[src/rtl/fetch_ctrl.sv]
// Fetch controller: owns the PC, issues one-outstanding imem reads, loads IF/ID, squashes on redirect.
// Optional FETCH_KILL_CNT_EN adds Kill_Count, a saturating count of discarded fetch words.
module fetch_ctrl #(
    parameter int unsigned         PC_W     = 9,
    parameter logic [PC_W-1:0]     RESET_PC = '0
) (
    input  logic            clk,
    input  logic            reset,
    input  logic            PcSel,
    input  logic [31:0]     BrPC,
    input  logic            Stall,
    output logic            imem_req,
    output logic [PC_W-1:0] imem_addr,
    input  logic            imem_rvalid,
    input  logic [31:0]     imem_rdata,
    output logic [PC_W-1:0] IfId_PC,
    output logic [31:0]     IfId_Instr,
    output logic            IfId_Valid
`ifdef FETCH_KILL_CNT_EN
    ,
    output logic [15:0]     Kill_Count
`endif
);

    typedef enum logic [1:0] {IDLE, FETCH, WAIT, HOLD} state_t;

    state_t          state, state_nxt;
    logic [PC_W-1:0] pc, pc_nxt;
    logic            kill, kill_nxt;
    logic [PC_W-1:0] hold_pc;
    logic [31:0]     hold_instr;
    logic            capture_hold;
    logic            word_ok;
    logic [PC_W-1:0] word_pc;
    logic [31:0]     word_instr;
    logic            discard;
    logic [PC_W-1:0] target;
    logic [PC_W-1:0] pc_inc;
    logic            unused_brpc;

    assign target      = {BrPC[PC_W-1:2], 2'b00};
    assign pc_inc      = pc + PC_W'(4);
    assign unused_brpc = ^{BrPC[31:PC_W], BrPC[1:0]};

    assign imem_req  = (state == FETCH);
    assign imem_addr = pc;

    always_ff @(posedge clk or posedge reset) begin
        if (reset) begin
            state <= IDLE;
            pc    <= RESET_PC;
            kill  <= 1'b0;
        end else begin
            state <= state_nxt;
            pc    <= pc_nxt;
            kill  <= kill_nxt;
        end
    end

    always_comb begin
        state_nxt    = state;
        pc_nxt       = pc;
        kill_nxt     = kill;
        capture_hold = 1'b0;
        word_ok      = 1'b0;
        word_pc      = pc;
        word_instr   = imem_rdata;
        discard      = 1'b0;
        case (state)
            IDLE: state_nxt = FETCH;
            FETCH: begin
                state_nxt = WAIT;
                // The request in flight targets the stale PC; mark its response for discard.
                if (PcSel) begin
                    pc_nxt   = target;
                    kill_nxt = 1'b1;
                end
            end
            WAIT: begin
                if (imem_rvalid) begin
                    if (kill || PcSel) begin
                        discard   = 1'b1;
                        kill_nxt  = 1'b0;
                        state_nxt = FETCH;
                        if (PcSel) pc_nxt = target;
                    end else if (!Stall) begin
                        word_ok   = 1'b1;
                        pc_nxt    = pc_inc;
                        state_nxt = FETCH;
                    end else begin
                        capture_hold = 1'b1;
                        state_nxt    = HOLD;
                    end
                end else if (PcSel) begin
                    pc_nxt   = target;
                    kill_nxt = 1'b1;
                end
            end
            HOLD: begin
                if (PcSel) begin
                    discard   = 1'b1;
                    pc_nxt    = target;
                    state_nxt = FETCH;
                end else if (!Stall) begin
                    word_ok    = 1'b1;
                    word_pc    = hold_pc;
                    word_instr = hold_instr;
                    pc_nxt     = pc_inc;
                    state_nxt  = FETCH;
                end
            end
            default: state_nxt = IDLE;
        endcase
    end

    always_ff @(posedge clk or posedge reset) begin
        if (reset) begin
            hold_pc    <= '0;
            hold_instr <= '0;
        end else if (capture_hold) begin
            hold_pc    <= pc;
            hold_instr <= imem_rdata;
        end
    end

    // Flush beats stall; a stalled register keeps its word, otherwise an empty cycle is a bubble.
    always_ff @(posedge clk or posedge reset) begin
        if (reset) begin
            IfId_PC    <= '0;
            IfId_Instr <= '0;
            IfId_Valid <= 1'b0;
        end else if (PcSel) begin
            IfId_Valid <= 1'b0;
        end else if (Stall) begin
            IfId_Valid <= IfId_Valid;
        end else if (word_ok) begin
            IfId_PC    <= word_pc;
            IfId_Instr <= word_instr;
            IfId_Valid <= 1'b1;
        end else begin
            IfId_Valid <= 1'b0;
        end
    end

`ifdef FETCH_KILL_CNT_EN
    always_ff @(posedge clk or posedge reset) begin
        if (reset) begin
            Kill_Count <= '0;
        end else if (discard && (Kill_Count != 16'hFFFF)) begin
            Kill_Count <= Kill_Count + 16'd1;
        end
    end
`else
    logic unused_discard;
    assign unused_discard = discard;
`endif

endmodule

[config.mk]
export PLATFORM = sky130hd
export DESIGN_NAME = fetch_ctrl
export DESIGN_NICKNAME = d
export VERILOG_FILES = /design/src/rtl/fetch_ctrl.sv
export SDC_FILE = /design/constraint.sdc
export NUM_CORES = 1
export LEC_CHECK = 0
export CORE_ASPECT_RATIO = 0.9
export CORE_MARGIN = 2
export CORE_UTILIZATION = 51
export DETAILED_ROUTE_END_ITERATION = 6
export PLACE_DENSITY = 0.85
export SYNTH_ARGS = -nofsm -noshare
export SYNTH_HDL_FRONTEND = slang
export SYNTH_SLANG_ARGS = --single-unit
[constraint.sdc]
create_clock -name clk -period 4.85 [get_ports clk]
set_clock_uncertainty 0.2 [all_clocks]
set_input_delay 0.485 -clock clk [delete_from_list [all_inputs] [get_ports clk]]
set_output_delay 0.485 -clock clk [all_outputs]
set_load 0.02 [all_outputs]
# Yosys cells after proc, flatten, opt, wreduce, memory -nomap -nowiden
# Cells that the tools add are included.
# totals
ff_bits,95
input_bits,69
out_inout_bits,52
# classes
addsub,1
eq_ne,7
muxes,30
n_bitwise,2
n_reduce_logical,7
# ops
op,n
$mux 9,6
$mux 32,1
$pmux 9 s3,1
$mux 1,14
$mux 2,5
$add 9x3->9 const B,1
$pmux 2 s4,1
$ne 3x3->1 const B,2
$eq 2x2->1 const B,2
$ne 2x2->1 const B,2
$pmux 1 s2,2
$reduce_and 2->1,2
$reduce_and 3->1,1
$reduce_bool 3->1,1
$eq 2x1->1 const B,1
$logic_not 2->1,1
$not 1->1,2
$reduce_bool 2->1,1
$logic_or 1x1->1,1

# Logic depth before layout (Yosys ltp)
# Gate-level depths: netlist (run 1).
# logic_depth
ltp_word,7
mapped_depth,7

# Worst setup path after synthesis (run 1)
# OpenSTA, ideal clock, no wires.
# synth_timing
path_kind,reg2reg
from,register state[0]
to,register hold_instr[0]
setup_time_ns,0.125
arrival_time_ns,1.726
t_required_ns,4.525
slack_ns,2.799
stages_incl_launch_ff,7
n_path_buf,1
cell_sequence,dfrtp_1 inv_1 ha_1 nand3b_2 nor3b_2 buf_4 mux2_2
# synth_between
elab_chain_cells,2
# synth_rtl
element,line_no,rtl
from (decl),27,"state_t state, state_nxt;"
from (signal assigned),54,state <= state_nxt;
$eq 2x2->1,69,case (state)
$mux 1,69,
to (signal assigned),122,hold_instr <= imem_rdata;
to (decl),31,logic [31:0] hold_instr;
# No other way between the ends.
# A chain may end at the register's enable or synchronous reset.

# Final worst setup path (run 1)
# layout_timing
from,register state[0]
to,register IfId_Instr[14]
# layout_between
elab_chain_cells,3
elab_cells_between_ends,5
cone_classes,eq/ne: 2; mux: 2; reduce/logical: 1
# layout_rtl
element,line_no,rtl
$eq 2x2->1,69,
$pmux 1 s2,69,
$reduce_and 3->1 (no source line),-,
to (signal assigned),138,IfId_Instr <= word_instr;
to (decl),17,"output logic [31:0] IfId_Instr,"
# Parallel ways exist; a longest one is shown, timed or not.

==> flow_summary_export.csv, run 1 <==
group,metric,value,unit
outcome,outcome,"finished clean",
synthesis,ys_seq_elements,95,
worst_hold_path,holdPathStages,1,
clock_network,clockRootBuffer,"clkbuf_8",
placement,gp_congestion,0.899,
global_routing,grt_pass1_wl,14.8,mm
setup_path,r2r_cells,7,
setup_path,r2r-start,"state[0]$_DFFE_PP0P_",
routing,routed-wl-met2,4.43,mm
global_routing,first_global_vias,3068,
synthesis,syn_area_per_cell,12.0,um^2
cells_and_area,seqCellArea,2380,um^2
synthesis,synth.most_common_cell,"dfrtp_1",
timing,period_minus_slack,2.50,ns
synthesis,ys_async_sr_fraction,100,%
clock_network,cts_buffers,9,
floorplanning,ios,121,
power,power.density,579,nW/um^2
routing,wl_per_cell,16.1,um
timing,setup_viol,0,
routing,drc,0,
routing,drtIter0Drc,181,
setup_path,crit_fanout,82,
cells_and_area,multi_input_area,1710,um^2
global_routing,grt-ovfl-total,0,
setup_path,critical_path_class,"reg2reg",
floorplanning,die_h,90.5,um
cells_and_area,area_growth,27.4,%
timing,fin_setup_tns,0,ns
timing,hold_violations,0,
synthesis,synthTopCellsByCount,"95 x dfrtp_1, 47 x nor2_1, 43 x mux2i_1",
setup_path,end_kind,"flip-flop",
floorplanning,dieArea,9050,um^2
floorplanning,die_w,100,um
timing,finalCritPeriodShare,51.5,%
flow_run,cap_violations,0,
clock_network,ctsResizeCount,0,
timing,rsz0062_at_grt,"false",
routing,drt-met1-wl,3.73,mm
setup_path,arrival,2.57,ns
clock_network,clk_path_buf_depth,2,
clock_network,clk_latency,0.36,ns
cells_and_area,drive_gt1_share,14.3,%
setup_path,r2r-end,"IfId_Instr[14]$_DFFE_PP0P_",
routing,dr_total_vias,2956,
floorplanning,rows,31,
routing,top_layer,"met4",
synthesis,synthTopCellsByArea,"dfrtp_1 56%, mux2_2 11%, mux2i_1 10%",
placement,post-dp-hpwl,5.90,mm
global_routing,antenna_found_initial,0,
clock_network,cts-htree-levels,3,
worst_hold_path,hold_path_class,"reg2reg",
synthesis,netlist_instances,354,
global_routing,grt_max_degree,83,
cells_and_area,n_fill_cell,654,
synthesis,synth_area,4240,um^2
clock_network,clkTransAtPathRegs,0.09,ns
placement,dp.cells,531,
routing,drt_pass1_iterations,6,
synthesis,synthesis.nets,429,
timing,fmax,400,MHz
cells_and_area,final_cells,547,
setup_path,critPathRequiredTime,4.92,ns
synthesis,synth-edff-count,0,
synthesis,ys_seq_area_share,56.1,%
worst_hold_path,min_to,"hold_pc[7]$_DFFE_PP0P_",
timing,slew_headroom,45.9,%
floorplanning,core,8070,um^2
clock_network,cts_setup_buffers,0,
clock_network,cts.sinks,95,
floorplanning,start_util,52.5,%
global_routing,track_usage,20.7,%
routing,met3_length,586,um
synthesis,synth_cell_types,37,
placement,io_buffer_count,95,
clock_network,hold_buffers,0,
timing,drv_slew,0,
routing,drt-vias-per-instance,5.40,
routing,drt.antenna.violating_nets,0,
synthesis,yosys_most_used_dff,"dfrtp_1",
power,leakagePower,0.00235,uW
synthesis,synth_top_cell_area_share,56.1,%
worst_hold_path,min_from,"hold_pc[7]$_DFFE_PP0P_",
setup_path,startpoint_type,"flip-flop",
synthesis,yosysWarnings,0,
timing,worstMarginPinSlew,0.811,ns
setup_path,r2r_slack,2.35,ns
power,peakVddDrop,0.329,mV
clock_network,cts_tree,"built",
routing,routed_wl,8.82,mm
synthesis,yosysTopAreaCell,"dfrtp_1",
cells_and_area,nNetsFinal,518,
cells_and_area,num_antenna_cells,0,
## cell type report
type	count	share of cell area (%)
clock buffer	11	2.43
clock inverter	5	0.788
inverter	8	0.603
multi-input combinational	230	31.6
sequential	95	44.1
tap	99	2.30
timing repair buffer	99	18.2
## critical path, stage by stage, from the launching register on
cell and delay, ns:
dfrtp_1 0.44, inv_1 0.10, ha_1 0.27, nand3b_2 0.19, a211oi_4 0.26, buf_4 0.66
nor2_1 0.09, a21oi_1 0.17
## cells by family after synthesis
kind of cell | after synthesis | share of synthesized area (%)
DFF | 95 | 56.1
muxes | 84 | 21.1
and+or+nand+nor | 74 | 8.12
AOI/OAI and AO/OA | 66 | 9.16
buffers and inverters | 29 | 3.78
adders and majority gates | 6 | 1.77
## worst max path at each step
| stage | from | to | depth (start not counted) |
|---|---|---|---|
| 2_1_floorplan | reset | IfId_Instr[0]$_DFFE_PP0P_ | 1 |
| 3_3_place_gp | Stall | hold_instr[27]$_DFFE_PP0P_ | 4 |
| 3_5_place_dp | imem_rvalid | IfId_Instr[2]$_DFFE_PP0P_ | 6 |
| 4_1_cts | state[0]$_DFFE_PP0P_ | IfId_Instr[2]$_DFFE_PP0P_ | 7 |
| 5_1_grt | state[0]$_DFFE_PP0P_ | IfId_Instr[14]$_DFFE_PP0P_ | 7 |
| 6_report | state[0]$_DFFE_PP0P_ | IfId_Instr[14]$_DFFE_PP0P_ | 7 |
## cells in the final DEF (no fill, tap or decap), types with 4 or more instances in the layout
| cell | instances |
|---|---|
| dfrtp_1 | 95 |
| nor2_1 | 47 |
| nand2_1 | 8 |
| clkdlybuf4s50_1 | 95 |
| o21ai_0 | 10 |
| ha_1 | 5 |
| mux2_2 | 41 |
| clkbuf_8 | 9 |
| nor2b_1 | 5 |
| buf_4 | 4 |
| a21oi_1 | 41 |
| inv_1 | 7 |
| mux2i_1 | 43 |
## metrics by stage
stage               power, uW  instance area, um^2  utilization [%]  hold WS (ns)  setup WS [ns]
floorplan                2070                 4240                -         0.280           1.69
global placement         2620                 5220             64.7         0.289           2.18
detailed placement       2680                 5220             64.7         0.296           2.13
CTS                      3160                 5400             66.9         0.317           2.34
global route             3330                 5400             66.9         0.324           2.11
finish                   3130                 5400             66.9         0.309           2.35
## state kept, by name (all words and copies together), names as in the netlist
name	flops
kill	1
hold_instr	32
IfId_Instr	32
imem_addr	9
hold_pc	9
IfId_PC	9
IfId_Valid	1
state	2
## layer usage
layer,track usage [%],vias to the layer above
met4,5.59,0
met2,34.8,88
met1,25.9,1442
met5,0,-
met3,6.58,8
li1,-,1418
## where the power goes
group / leakage (uW) / internal (uW) / total (uW) / switching, uW
Combinational: 0.00107 / 674 / 1370 / 694
Sequential: 0.00120 / 1090 / 1290 / 204
Clock: 0.0000841 / 191 / 467 / 276
Power figures use the tool's default switching activity.
==> inputs of run 2 (changes only) <==
- CORE_UTILIZATION: 51 -> 43
- PLACE_DENSITY: 0.85 -> 0.76
- clock period: 4.85 -> 2.16 ns (I/O delays scaled with it)
==> run 2 against run 1 <==
Against the previous run:
- worst setup slack lost 2.2 ns
- cell count grew 6.8%
- core utilization shrank 8.9 points
- critical path depth shrank 1
- design area grew 3.2%
- die area grew 18%
- via count grew 1.3%
- wire length shrank 2.1%
- combinational power grew 130%
- sequential power grew 120%
- flip-flop and latch count is the same
- worst hold slack lost 0.26 ns
- critical path type unchanged
- largest cell class unchanged
- largest power group unchanged
- highest routed layer unchanged
==> flow_summary_export.csv, run 2 (same netlist as run 1, synthesis figures left out) <==
group,metric,value,unit
setup_path,path_cells,"inv_1 -> ha_1 -> nand3b_2 -> nor3b_4 -> buf_12 -> mux2_2",
routing,drtIter0Drc,168,
timing,fmax,486,MHz
timing,rsz0062_at_grt,"false",
routing,drt.antenna.violating_nets,0,
routing,drt-vias-per-instance,5.13,
cells_and_area,num_antenna_cells,0,
setup_path,max_stage_delay,0.39,ns
timing,slew_headroom,65.6,%
global_routing,grt_max_degree,83,
setup_path,crit_fanout,41,
routing,drt-met1-wl,3.91,mm
timing,setup_viol,0,
setup_path,crit_slowest_cell,"dfrtp_1",
clock_network,clkTransAtPathRegs,0.09,ns
global_routing,antenna_found_initial,0,
routing,wl_per_cell,14.8,um
cells_and_area,n_fill_cell,828,
setup_path,startpoint_type,"flip-flop",
global_routing,grt-ovfl-total,0,
floorplanning,start_util,44.1,%
clock_network,clk_latency,0.35,ns
floorplanning,rows,34,
setup_path,r2r_slack,0.10,ns
floorplanning,ios,121,
cells_and_area,multi_input_area,1710,um^2
outcome,outcome,"finished clean",
timing,hold_violations,0,
clock_network,hold_buffers,0,
global_routing,first_global_vias,2962,
clock_network,cts_buffers,9,
setup_path,critical_path_class,"reg2reg",
floorplanning,core,9610,um^2
placement,gp_congestion,0.864,
worst_hold_path,hold_path_class,"in2async",
routing,top_layer,"met4",
cells_and_area,reg.largest.list,"IfId_Instr x32, hold_instr x32",
floorplanning,die_h,98.2,um
global_routing,grt_pass1_wl,14.2,mm
routing,drt_pass1_iterations,4,
setup_path,end_kind,"flip-flop",
timing,drv_slew,0,
floorplanning,dieArea,10700,um^2
routing,drc,0,
floorplanning,die_w,109,um
placement,placed_cell_area,5380,um^2
setup_path,r2r-start,"state[0]$_DFFE_PP0P_",
timing,fin_setup_tns,0,ns
placement,io_buffer_count,95,
power,leakagePower,0.00243,uW
global_routing,track_usage,16.9,%
setup_path,r2r_cells,6,
power,power.density,1270,nW/um^2
setup_path,arrival,2.09,ns
cells_and_area,final_area,5570,um^2
cells_and_area,area_growth,31.5,%
timing,finalCritPeriodShare,95.3,%
timing,worstMarginPinSlew,0.515,ns
routing,routed-wl-met2,4.27,mm
clock_network,cts_tree,"built",
clock_network,cts.sinks,95,
cells_and_area,nNetsFinal,528,
setup_path,r2r-end,"hold_instr[13]$_DFFE_PP0P_",
power,power,7090,uW
cells_and_area,drive_gt1_share,16.8,%
routing,routed_wl,8.64,mm
flow_run,cap_violations,0,
setup_path,critPathRequiredTime,2.19,ns
routing,met3_length,409,um
cells_and_area,seqCellArea,2380,um^2
cells_and_area,layout.cells.most_common,"dfrtp_1",
cells_and_area,layout_common_cells,"95 x dfrtp_1, 94 x clkdlybuf4s50_1, 47 x nor2_1",
clock_network,cts-htree-levels,3,
power,peakVddDrop,0.627,mV
clock_network,clk_path_buf_depth,2,
routing,dr_total_vias,2995,
timing,period_minus_slack,2.06,ns
clock_network,clockRootBuffer,"clkbuf_8",
placement,post-dp-hpwl,5.88,mm
run 2: timing repair:
item,CTS,global route
endpoints found under the setup margin,0,2
gates resized for setup,0,2
endpoints found under the hold margin,0,0
setup buffers,0,0
run 2: per-stage QoR:
step / hold WS [ns] / setup WS [ns] / instances / utilization [%]
after floorplan: 0.127 / 0.109 / 354 / -
after global placement: 0.288 / 0.0343 / 568 / 56.0
after detailed placement: 0.296 / 0.0215 / 568 / 56.0
after CTS: 0.0394 / 0.0127 / 584 / 57.9
after global routing: 0.0575 / 0.0116 / 584 / 58.0
final: 0.0451 / 0.102 / 584 / 58.0
run 2: worst max path at each step:
stage                    startpoint                    endpoint  slack, ns  cells past startpoint
2_1_floorplan  state[0]$_DFFE_PP0P_   hold_instr[0]$_DFFE_PP0P_       0.11                      6
3_3_place_gp            imem_rvalid  hold_instr[25]$_DFFE_PP0P_       0.03                      5
3_5_place_dp            imem_rvalid  hold_instr[25]$_DFFE_PP0P_       0.02                      5
4_1_cts        state[1]$_DFFE_PP0P_                    imem_req       0.01                      3
5_1_grt        state[0]$_DFFE_PP0P_      IfId_PC[6]$_DFFE_PP0P_       0.01                      7
6_report       state[0]$_DFFE_PP0P_  hold_instr[13]$_DFFE_PP0P_       0.10                      6
run 2: area by class of cell:
cell class / instances / share of cell area [%]
Clock buffer: 10 / 2.47
Clock inverter: 6 / 0.786
Inverter: 8 / 0.606
Multi-Input combinational cell: 230 / 30.7
Sequential cell: 95 / 42.7
Tap cell: 126 / 2.83
Timing Repair Buffer: 109 / 19.9
run 2: layer usage:
| layer | vias to the layer above | track usage (%) |
|---|---|---|
| li1 | 1439 | - |
| met1 | 1475 | 21.6 |
| met2 | 74 | 27.9 |
| met3 | 7 | 4.61 |
| met4 | 0 | 5.03 |
| met5 | - | 0 |
run 2: power breakdown:
part           switching, uW  total, uW  internal [uW]
Clock                    628       1080            455
Sequential               454       2890           2440
Combinational           1550       3120           1560
run 2: worst max-delay path, delay by kind of cell (launching register included):
family / cells / cell delay, ns
AND/OR/NAND/NOR: 2 / 0.42
flip-flops: 1 / 0.39
buffers and inverters: 2 / 0.36
adder cells (fa/ha/maj): 1 / 0.19
multiplexers: 1 / 0.37
==> inputs of run 3 (changes only) <==
- CAP_MARGIN: unset -> 10
==> results of run 3 <==
Final layout, timing and power as in run 2 (identical DEF).
